===== src/rtl/chip8_pkg.sv =====
// Shared constants for the chip8 sound path: system clock rate and beeper state encoding.
package chip8_pkg;

    localparam int unsigned CLK_HZ = 100_000_000;

    localparam logic [1:0] BEEP_IDLE   = 2'd0;
    localparam logic [1:0] BEEP_PLAY   = 2'd1;
    localparam logic [1:0] BEEP_FINISH = 2'd2;

    typedef enum logic [1:0] {
        ST_IDLE   = BEEP_IDLE,
        ST_PLAY   = BEEP_PLAY,
        ST_FINISH = BEEP_FINISH
    } beep_state_e;

endpackage


===== src/rtl/tone_divider.sv =====
// Half-period divider: counts 0..HALF_PERIOD-1, flags the terminal count and wraps.
module tone_divider #(
    parameter int HALF_PERIOD = 113636,
    parameter int CNT_W       = 17
) (
    input  logic clk,
    input  logic rst_n,
    input  logic i_clr,
    output logic o_tc
);

    localparam logic [CNT_W-1:0] LP_TC_VAL = CNT_W'(HALF_PERIOD - 1);

    logic [CNT_W-1:0] r_cnt;

    always_ff @(posedge clk or negedge rst_n) begin
        if (!rst_n) begin
            r_cnt <= '0;
        end else if (i_clr || o_tc) begin
            r_cnt <= '0;
        end else begin
            r_cnt <= r_cnt + CNT_W'(1);
        end
    end

    assign o_tc = (r_cnt == LP_TC_VAL);

endmodule


===== src/rtl/beeper.sv =====
// Square-wave beeper: plays while the sound timer is non-zero and unmuted, and only
// stops at the end of a high half-period so no shortened pulse reaches the speaker.
module beeper
    import chip8_pkg::*;
#(
    parameter int HALF_PERIOD = int'(CLK_HZ / (2 * 440)),
    parameter int CNT_W       = 17
) (
    input  logic       clk,
    input  logic       rst_n,
    input  logic [7:0] sound_timer,
    input  logic       mute,
    output logic       audio,
    output logic       sound_active,
    output logic [1:0] dbg_state
);

    beep_state_e r_state;
    beep_state_e w_state_nxt;
    logic        r_audio;
    logic        w_audio_nxt;
    logic        w_req;
    logic        w_clr;
    logic        w_tc;

    assign w_req = (sound_timer != 8'd0) && !mute;

    tone_divider #(
        .HALF_PERIOD (HALF_PERIOD),
        .CNT_W       (CNT_W)
    ) u_div (
        .clk   (clk),
        .rst_n (rst_n),
        .i_clr (w_clr),
        .o_tc  (w_tc)
    );

    always_ff @(posedge clk or negedge rst_n) begin
        if (!rst_n) begin
            r_state <= ST_IDLE;
            r_audio <= 1'b0;
        end else begin
            r_state <= w_state_nxt;
            r_audio <= w_audio_nxt;
        end
    end

    always_comb begin
        w_state_nxt = r_state;
        w_audio_nxt = r_audio;
        w_clr       = 1'b0;
        case (r_state)
            ST_IDLE: begin
                w_clr       = 1'b1;
                w_audio_nxt = 1'b0;
                if (w_req) begin
                    w_state_nxt = ST_PLAY;
                    w_audio_nxt = 1'b1;
                end
            end
            ST_PLAY: begin
                if (!w_req) begin
                    // A request drop during the high phase must let the pulse finish.
                    if (!r_audio) begin
                        w_state_nxt = ST_IDLE;
                        w_clr       = 1'b1;
                        w_audio_nxt = 1'b0;
                    end else if (w_tc) begin
                        w_state_nxt = ST_IDLE;
                        w_audio_nxt = 1'b0;
                    end else begin
                        w_state_nxt = ST_FINISH;
                    end
                end else if (w_tc) begin
                    w_audio_nxt = ~r_audio;
                end
            end
            ST_FINISH: begin
                if (w_tc) begin
                    w_state_nxt = ST_IDLE;
                    w_audio_nxt = 1'b0;
                end
            end
            default: begin
                w_state_nxt = ST_IDLE;
                w_audio_nxt = 1'b0;
                w_clr       = 1'b1;
            end
        endcase
    end

    assign audio        = r_audio;
    assign sound_active = (r_state != ST_IDLE);
    assign dbg_state    = r_state;

endmodule


===== config.mk =====
export PLATFORM = sky130hd
export DESIGN_NAME = beeper
export DESIGN_NICKNAME = d
export VERILOG_FILES = /design/src/rtl/chip8_pkg.sv /design/src/rtl/tone_divider.sv /design/src/rtl/beeper.sv
export SDC_FILE = /design/constraint.sdc
export NUM_CORES = 1
export LEC_CHECK = 0
export CAP_MARGIN = 20
export CORE_ASPECT_RATIO = 0.8
export CORE_UTILIZATION = 47
export DETAILED_ROUTE_END_ITERATION = 16
export GPL_TIMING_DRIVEN = 0
export HOLD_SLACK_MARGIN = 0.06
export MAX_ROUTING_LAYER = met4
export PLACE_DENSITY = 0.73
export SETUP_SLACK_MARGIN = 0.1
export SYNTH_ARGS = -nofsm -noshare
export SYNTH_HDL_FRONTEND = slang
export SYNTH_SLANG_ARGS = --single-unit

===== constraint.sdc =====
create_clock -name clk -period 1.6 [get_ports clk]
set_input_delay 0.48 -clock clk [delete_from_list [all_inputs] [get_ports clk]]
set_output_delay 0.48 -clock clk [all_outputs]
set_load 0.02 [all_outputs]

After elaboration in Yosys (flattened, before gate mapping)
Index checks and enable logic that the tools add are counted.
{ "classes": {"n_addsub": 1, "eq_ne": 7, "mux": 17, "bitwise": 1, "reduce_logical": 8} }
{ "ops": {"columns": ["op", "n"], "rows": [
  ["$add 17x1->17 const B", 1],
  ["$eq 17x17->1 const B", 1],
  ["$mux 17", 1],
  ["$mux 2", 5],
  ["$mux 1", 8],
  ["$reduce_bool 8->1", 1],
  ["$pmux 2 s3", 1],
  ["$ne 2x2->1 const B", 2],
  ["$ne 3x2->1 const B", 1],
  ["$pmux 1 s3", 1],
  ["$reduce_and 3->1", 1],
  ["$eq 2x1->1 const B", 1],
  ["$eq 2x2->1 const B", 1],
  ["$logic_not 2->1", 1],
  ["$ne 2x1->1 const B", 1],
  ["$pmux 1 s2", 1],
  ["$reduce_and 2->1", 1],
  ["$reduce_bool 2->1", 1],
  ["$logic_and 1x1->1", 1],
  ["$logic_not 1->1", 1],
  ["$logic_or 1x1->1", 1],
  ["$not 1->1", 1]
]} }
{ "totals": {"ff_bits": 20, "inputBits": 11, "out_inout_bits": 4, "elab_cells": 37} }

Depth between registers and ports, before layout
{ "depth": {"depth_word": 6, "ltp_mapped": 7, "ltp_nobuf": 6} }

Hierarchy
A second synthesis with hierarchy kept.
{ "unflattened": {"hier_cells": 107, "area_unflattened_um2": 1063.5} }
{ "modules_own_cells": {"columns": ["mod", "instances", "cells_each", "area_per_inst_um2", "seq_area_each_um2"], "rows": [
  ["tone_divider", 1, 87, 858.3, 425.4],
  ["beeper", 1, 20, 205.2, 75.1]
]} }

Least setup slack after synthesis
OpenSTA, ideal clock, no wires.
{ "synth_timing": {"kind": "register to register", "from": "register u_div.r_cnt[0]", "to": "register u_div.r_cnt[7]", "setup_time_ps": 119, "arrival_time_ps": 1401, "t_required_ps": 1481, "slack_ps": 80, "stages_incl_launch_ff": 8, "n_path_buf": 1, "period_less_slack_ps": 1520, "cell_sequence": "dfrtp_1 -> ha_1 -> nor4bb_2 -> nand3_1 -> nor2_1 -> or2_4 -> buf_6 -> nor2_1"} }
{ "synth_between": {"elab_chain_len": 3, "word_cells_on_any_way": 4, "cone_classes": "1 x add/sub; 1 x eq/ne; 1 x mux; 1 x reduce/logical"} }
{ "synth_lines": {"columns": ["element", "line", "text"], "rows": [
  ["from (decl)", "tone_divider.sv:14", "logic [CNT_W-1:0] r_cnt;"],
  ["from (signal assigned)", "tone_divider.sv:22", "r_cnt <= r_cnt + CNT_W'(1);"],
  ["parallel branches: the longest is 2 deep, another holds $add 17x1->17", null, null],
  ["$mux 17 *", "tone_divider.sv:19", "end else if (i_clr || o_tc) begin"]
]} }
Mark *: on every way between the ends.
A chain may end at the register's enable or synchronous reset.

Final worst setup path
{ "layout_timing": {"from": "register r_state[0], in the netlist dbg_state[0]", "to": "output port sound_active"} }
{ "layout_between": {"elab_chain_len": 1} }
{ "layout_lines": {"columns": ["element", "line", "text"], "rows": [
  ["from (decl)", "beeper.sv:18", "beep_state_e r_state;"],
  ["from (signal assigned)", "beeper.sv:43", "r_state <= w_state_nxt;"],
  ["$reduce_bool 2->1", "beeper.sv:93", "assign sound_active = (r_state != ST_IDLE);"],
  ["to (decl)", "beeper.sv:14", "output logic sound_active,"]
]} }
Every way passes these cells.

==> impl_table.tex <==
\begin{tabular}{lr}
\hline
Metric & Value \\
\hline
\multicolumn{2}{l}{\textbf{Floorplanning}} \\
Die area & 2358 µm² \\
Die span in y & 43.64 µm \\
Top Ports & 15 \\
Initial cell density of the core & 51.91\% \\
Chip width & 54.05 µm \\
Site row count & 14 \\
Area of the core & 1962 µm² \\
\multicolumn{2}{l}{\textbf{Clocking}} \\
TritonCTS Buffers & 3 \\
CTS tree & done \\
Root cell of the clock tree & sky130\_fd\_sc\_hd\_\_clkbuf\_4 \\
Htree depth & 1 \\
Count of hold buffers inserted by post-cts repair & 0 \\
Clock Sink Count & 20 \\
Maximum clock insertion buffer count & 2 \\
Skew-Pair Late Insertion Delay & 0.30 ns \\
CTS clock-pin slew for the worst setup and hold paths & 0.11 ns \\
\multicolumn{2}{l}{\textbf{Route}} \\
Total via count after detailed routing & 919 \\
Total Routed Length & 2790 µm \\
Number of search-and-repair iterations in the first detailed-routing pass & 4 \\
Average detailed-routed wire length per instance & 17.01 µm \\
DRC violations left & 0 \\
Number of nets with antenna violations after routing & 0 \\
Per-cell via count in the routed design & 5.604 \\
Initial DRC count & 46 \\
\multicolumn{2}{l}{\textbf{Logic synthesis}} \\
Fraction of the yosys area taken by sequential cells & 49.14\% \\
Number of warnings issued by yosys & 0 \\
Net count after synthesis & 114 \\
Summed instance area of the synthesized netlist & 1018 µm² \\
Synth Instances & 102 \\
\#FFs+latches synth & 20 \\
Number of distinct library cells after synthesis & 27 \\
Avg Synthesized Cell Area & 9.985 µm² \\
\multicolumn{2}{l}{\textbf{Global routing}} \\
Wire length of the first global-routing pass & 3960 µm \\
Vias in the first global route & 910 \\
Leftover overflow at the end of global routing & 0 \\
GRT Total Usage & 24.75\% \\
Maximum number of pins on one net before global-route repair & 21 \\
Antenna violations before repair & 0 \\
\multicolumn{2}{l}{\textbf{Cells and area}} \\
Net count reported at finish & 153 \\
Final Instance Area & 1514 µm² \\
Number of cells in the finished layout apart from fillers & 164 \\
Final core utilization & 77.17\% \\
Share of layout cells above drive strength 1 & 42.86\% \\
Fill cell instance count of the final layout & 144 \\
Layout area overhead & 48.65\% \\
Antenna Cells & 0 \\
\multicolumn{2}{l}{\textbf{Setup path}} \\
Critical Path RT & 1.12 ns \\
Crit end category & output pin \\
CP Data Arrival Time & 1.09 ns \\
Crit Path Class & reg -> out \\
Crit Path Max Fanout & 2 \\
Critical path launch point type & flop \\
\multicolumn{2}{l}{\textbf{Placement}} \\
Placed cell count & 140 \\
Placement-stage cell area & 1212 µm² \\
Half-perimeter wire length after detailed placement & 1477 µm \\
Worst slack after detailed placement & -0.4918 ns \\
Final weighted congestion of routability-driven global placement & 0.8411 \\
Number of input and output port buffers inserted & 14 \\
\multicolumn{2}{l}{\textbf{Flow run}} \\
Count of maximum capacitance violations & 0 \\
\multicolumn{2}{l}{\textbf{Timing}} \\
Transition time at the pin with the least slew margin & 0.8952 ns \\
Hold slack & 0.5713 ns \\
Worst setup skew after layout & 0.005569 ns \\
Final Max Slew Viols & 0 \\
Setup repair after global routing missed its margin & yes \\
Ratio of final minimum period to clock period & 98.43\% \\
Min cycle time layout & 1.575 ns \\
Normalized max-slew margin & 40.13\% \\
Fmax achieved & 635.0 MHz \\
Post-route setup slack & 0.02511 ns \\
Fin. Hold Viols & 0 \\
Setup-violating endpoint count in the final report & 0 \\
\multicolumn{2}{l}{\textbf{Pwr}} \\
Power per cell area & 1101 nW/µm² \\
Largest vdd supply drop & 0.0007466 V \\
LEAKAGE & 0.6333 nW \\
\multicolumn{2}{l}{\textbf{Outcome}} \\
Status & completed \\
\multicolumn{2}{l}{\textbf{Min path}} \\
Worst min path class & reg -> reg \\
\hline
\end{tabular}
final timing paths:
check / start / end / slack (ns) / depth (start not counted)
setup reg to reg: dbg_state[0] / u_div.r_cnt[6] / 0.03 / 7
hold reg to reg: dbg_state[1] / dbg_state[0] / 0.57 / 2
setup / recovery: dbg_state[0] / sound_active / 0.03 / 2
hold / removal: dbg_state[1] / dbg_state[0] / 0.57 / 2
min in group asynchronous: rst_n / u_div.r_cnt[10] / 0.67 / 1
max in group asynchronous: rst_n / audio / 0.33 / 1
logic make-up after synthesis:
logic type	synth area share (%)
flip-flops	49.14
AO/OA/AOI/OAI	4.668
AND/OR/NAND/NOR	30.22
XOR/XNOR	12.90
adder cells (fa/ha/maj)	1.228
buffers and inverters	1.843
synth_stat cells, drive strengths merged:
master | count | area share [%]
nor2 | 24 | 9.1
or3 | 1 | 0.61
a21oi | 1 | 0.49
ha | 1 | 1.2
xnor2 | 5 | 4.3
nand3 | 9 | 4.9
nand2 | 6 | 2.2
buf | 1 | 1.1
nand4 | 3 | 1.8
inv | 2 | 0.74
xor2 | 10 | 8.6
o221ai | 1 | 0.86
and2b | 2 | 1.7
o32a | 1 | 0.98
nor4b | 1 | 1.5
or2 | 2 | 1.5
dfrtp | 20 | 49
nor4bb | 1 | 1.6
and3 | 3 | 1.8
and2 | 2 | 1.2
nor4 | 2 | 1.2
a21o | 1 | 0.86
nor3 | 2 | 0.98
o2bb2ai | 1 | 1.5
cells in the final DEF (no fill, tap or decap), types with 2 or more instances in the layout:
master	count
sky130_fd_sc_hd__xnor2_1	5
sky130_fd_sc_hd__nand2_1	6
sky130_fd_sc_hd__clkdlybuf4s15_1	2
sky130_fd_sc_hd__nor2_1	8
sky130_fd_sc_hd__nor3_1	2
sky130_fd_sc_hd__buf_4	17
sky130_fd_sc_hd__nor2_2	10
sky130_fd_sc_hd__dlygate4sd2_1	7
sky130_fd_sc_hd__nor2_4	6
sky130_fd_sc_hd__nand3_2	2
sky130_fd_sc_hd__and2b_2	2
sky130_fd_sc_hd__and3_1	3
sky130_fd_sc_hd__clkbuf_4	3
sky130_fd_sc_hd__and2_1	2
sky130_fd_sc_hd__nand4_1	3
sky130_fd_sc_hd__dfrtp_2	2
sky130_fd_sc_hd__nand3_1	7
sky130_fd_sc_hd__buf_6	6
sky130_fd_sc_hd__xor2_1	9
sky130_fd_sc_hd__or2_4	2
sky130_fd_sc_hd__inv_1	2
sky130_fd_sc_hd__dfrtp_1	18
per-stage QoR:
stage / power (W) / setup TNS (ns)
final: 0.001667 / 0
after floorplan: 0.0008734 / 0
after CTS: 0.001485 / 0
after detailed placement: 0.001026 / -7.379
after global routing: 0.001733 / -0.01797
after global placement: 0.001020 / -6.877
routing by layer:
metal / up-vias / track usage, % / part of all wire [%]
li1: 422 / - / -
met1: 454 / 31.36 / 44
met2: 37 / 38.27 / 49
met3: 6 / 6.667 / 5.9
met4: 0 / 8.205 / 1.5
met5: - / - / 0
critical path: stages, from the launching register on:
cell	delay [ns]
sky130_fd_sc_hd__dfrtp_1	0.40
sky130_fd_sc_hd__or2_4	0.26
sky130_fd_sc_hd__buf_6	0.13
final cells by class:
class,instances,area [µm²],share of cell area [%]
Multi-Input combinational cell,79,630.6,41.65
Timing Repair Buffer,34,291.5,19.26
Buffer,1,15.01,0.9917
Clock buffer,4,36.28,2.397
Sequential cell,20,503.0,33.22
Tap cell,24,30.03,1.983
Inverter,2,7.507,0.4959
state kept, by name, summed over array words and instances, names as in the netlist:
signal       flops
audio            1
dbg_state        2
u_div.r_cnt     17
report_power, final:
part / switching (W) / leakage [nW] / internal, W
sequential: 0.0000534 / 0.271 / 0.000555
combinational: 0.000371 / 0.341 / 0.000392
clock: 0.000156 / 0.0210 / 0.000139
timing repair:
item,4_1_cts,5_1_grt
endpoints found under the setup margin,19,20
gates cloned,1,0
resized for setup,44,23
pin swaps,11,4
setup buffers,12,7
Power figures use the tool's default switching activity.
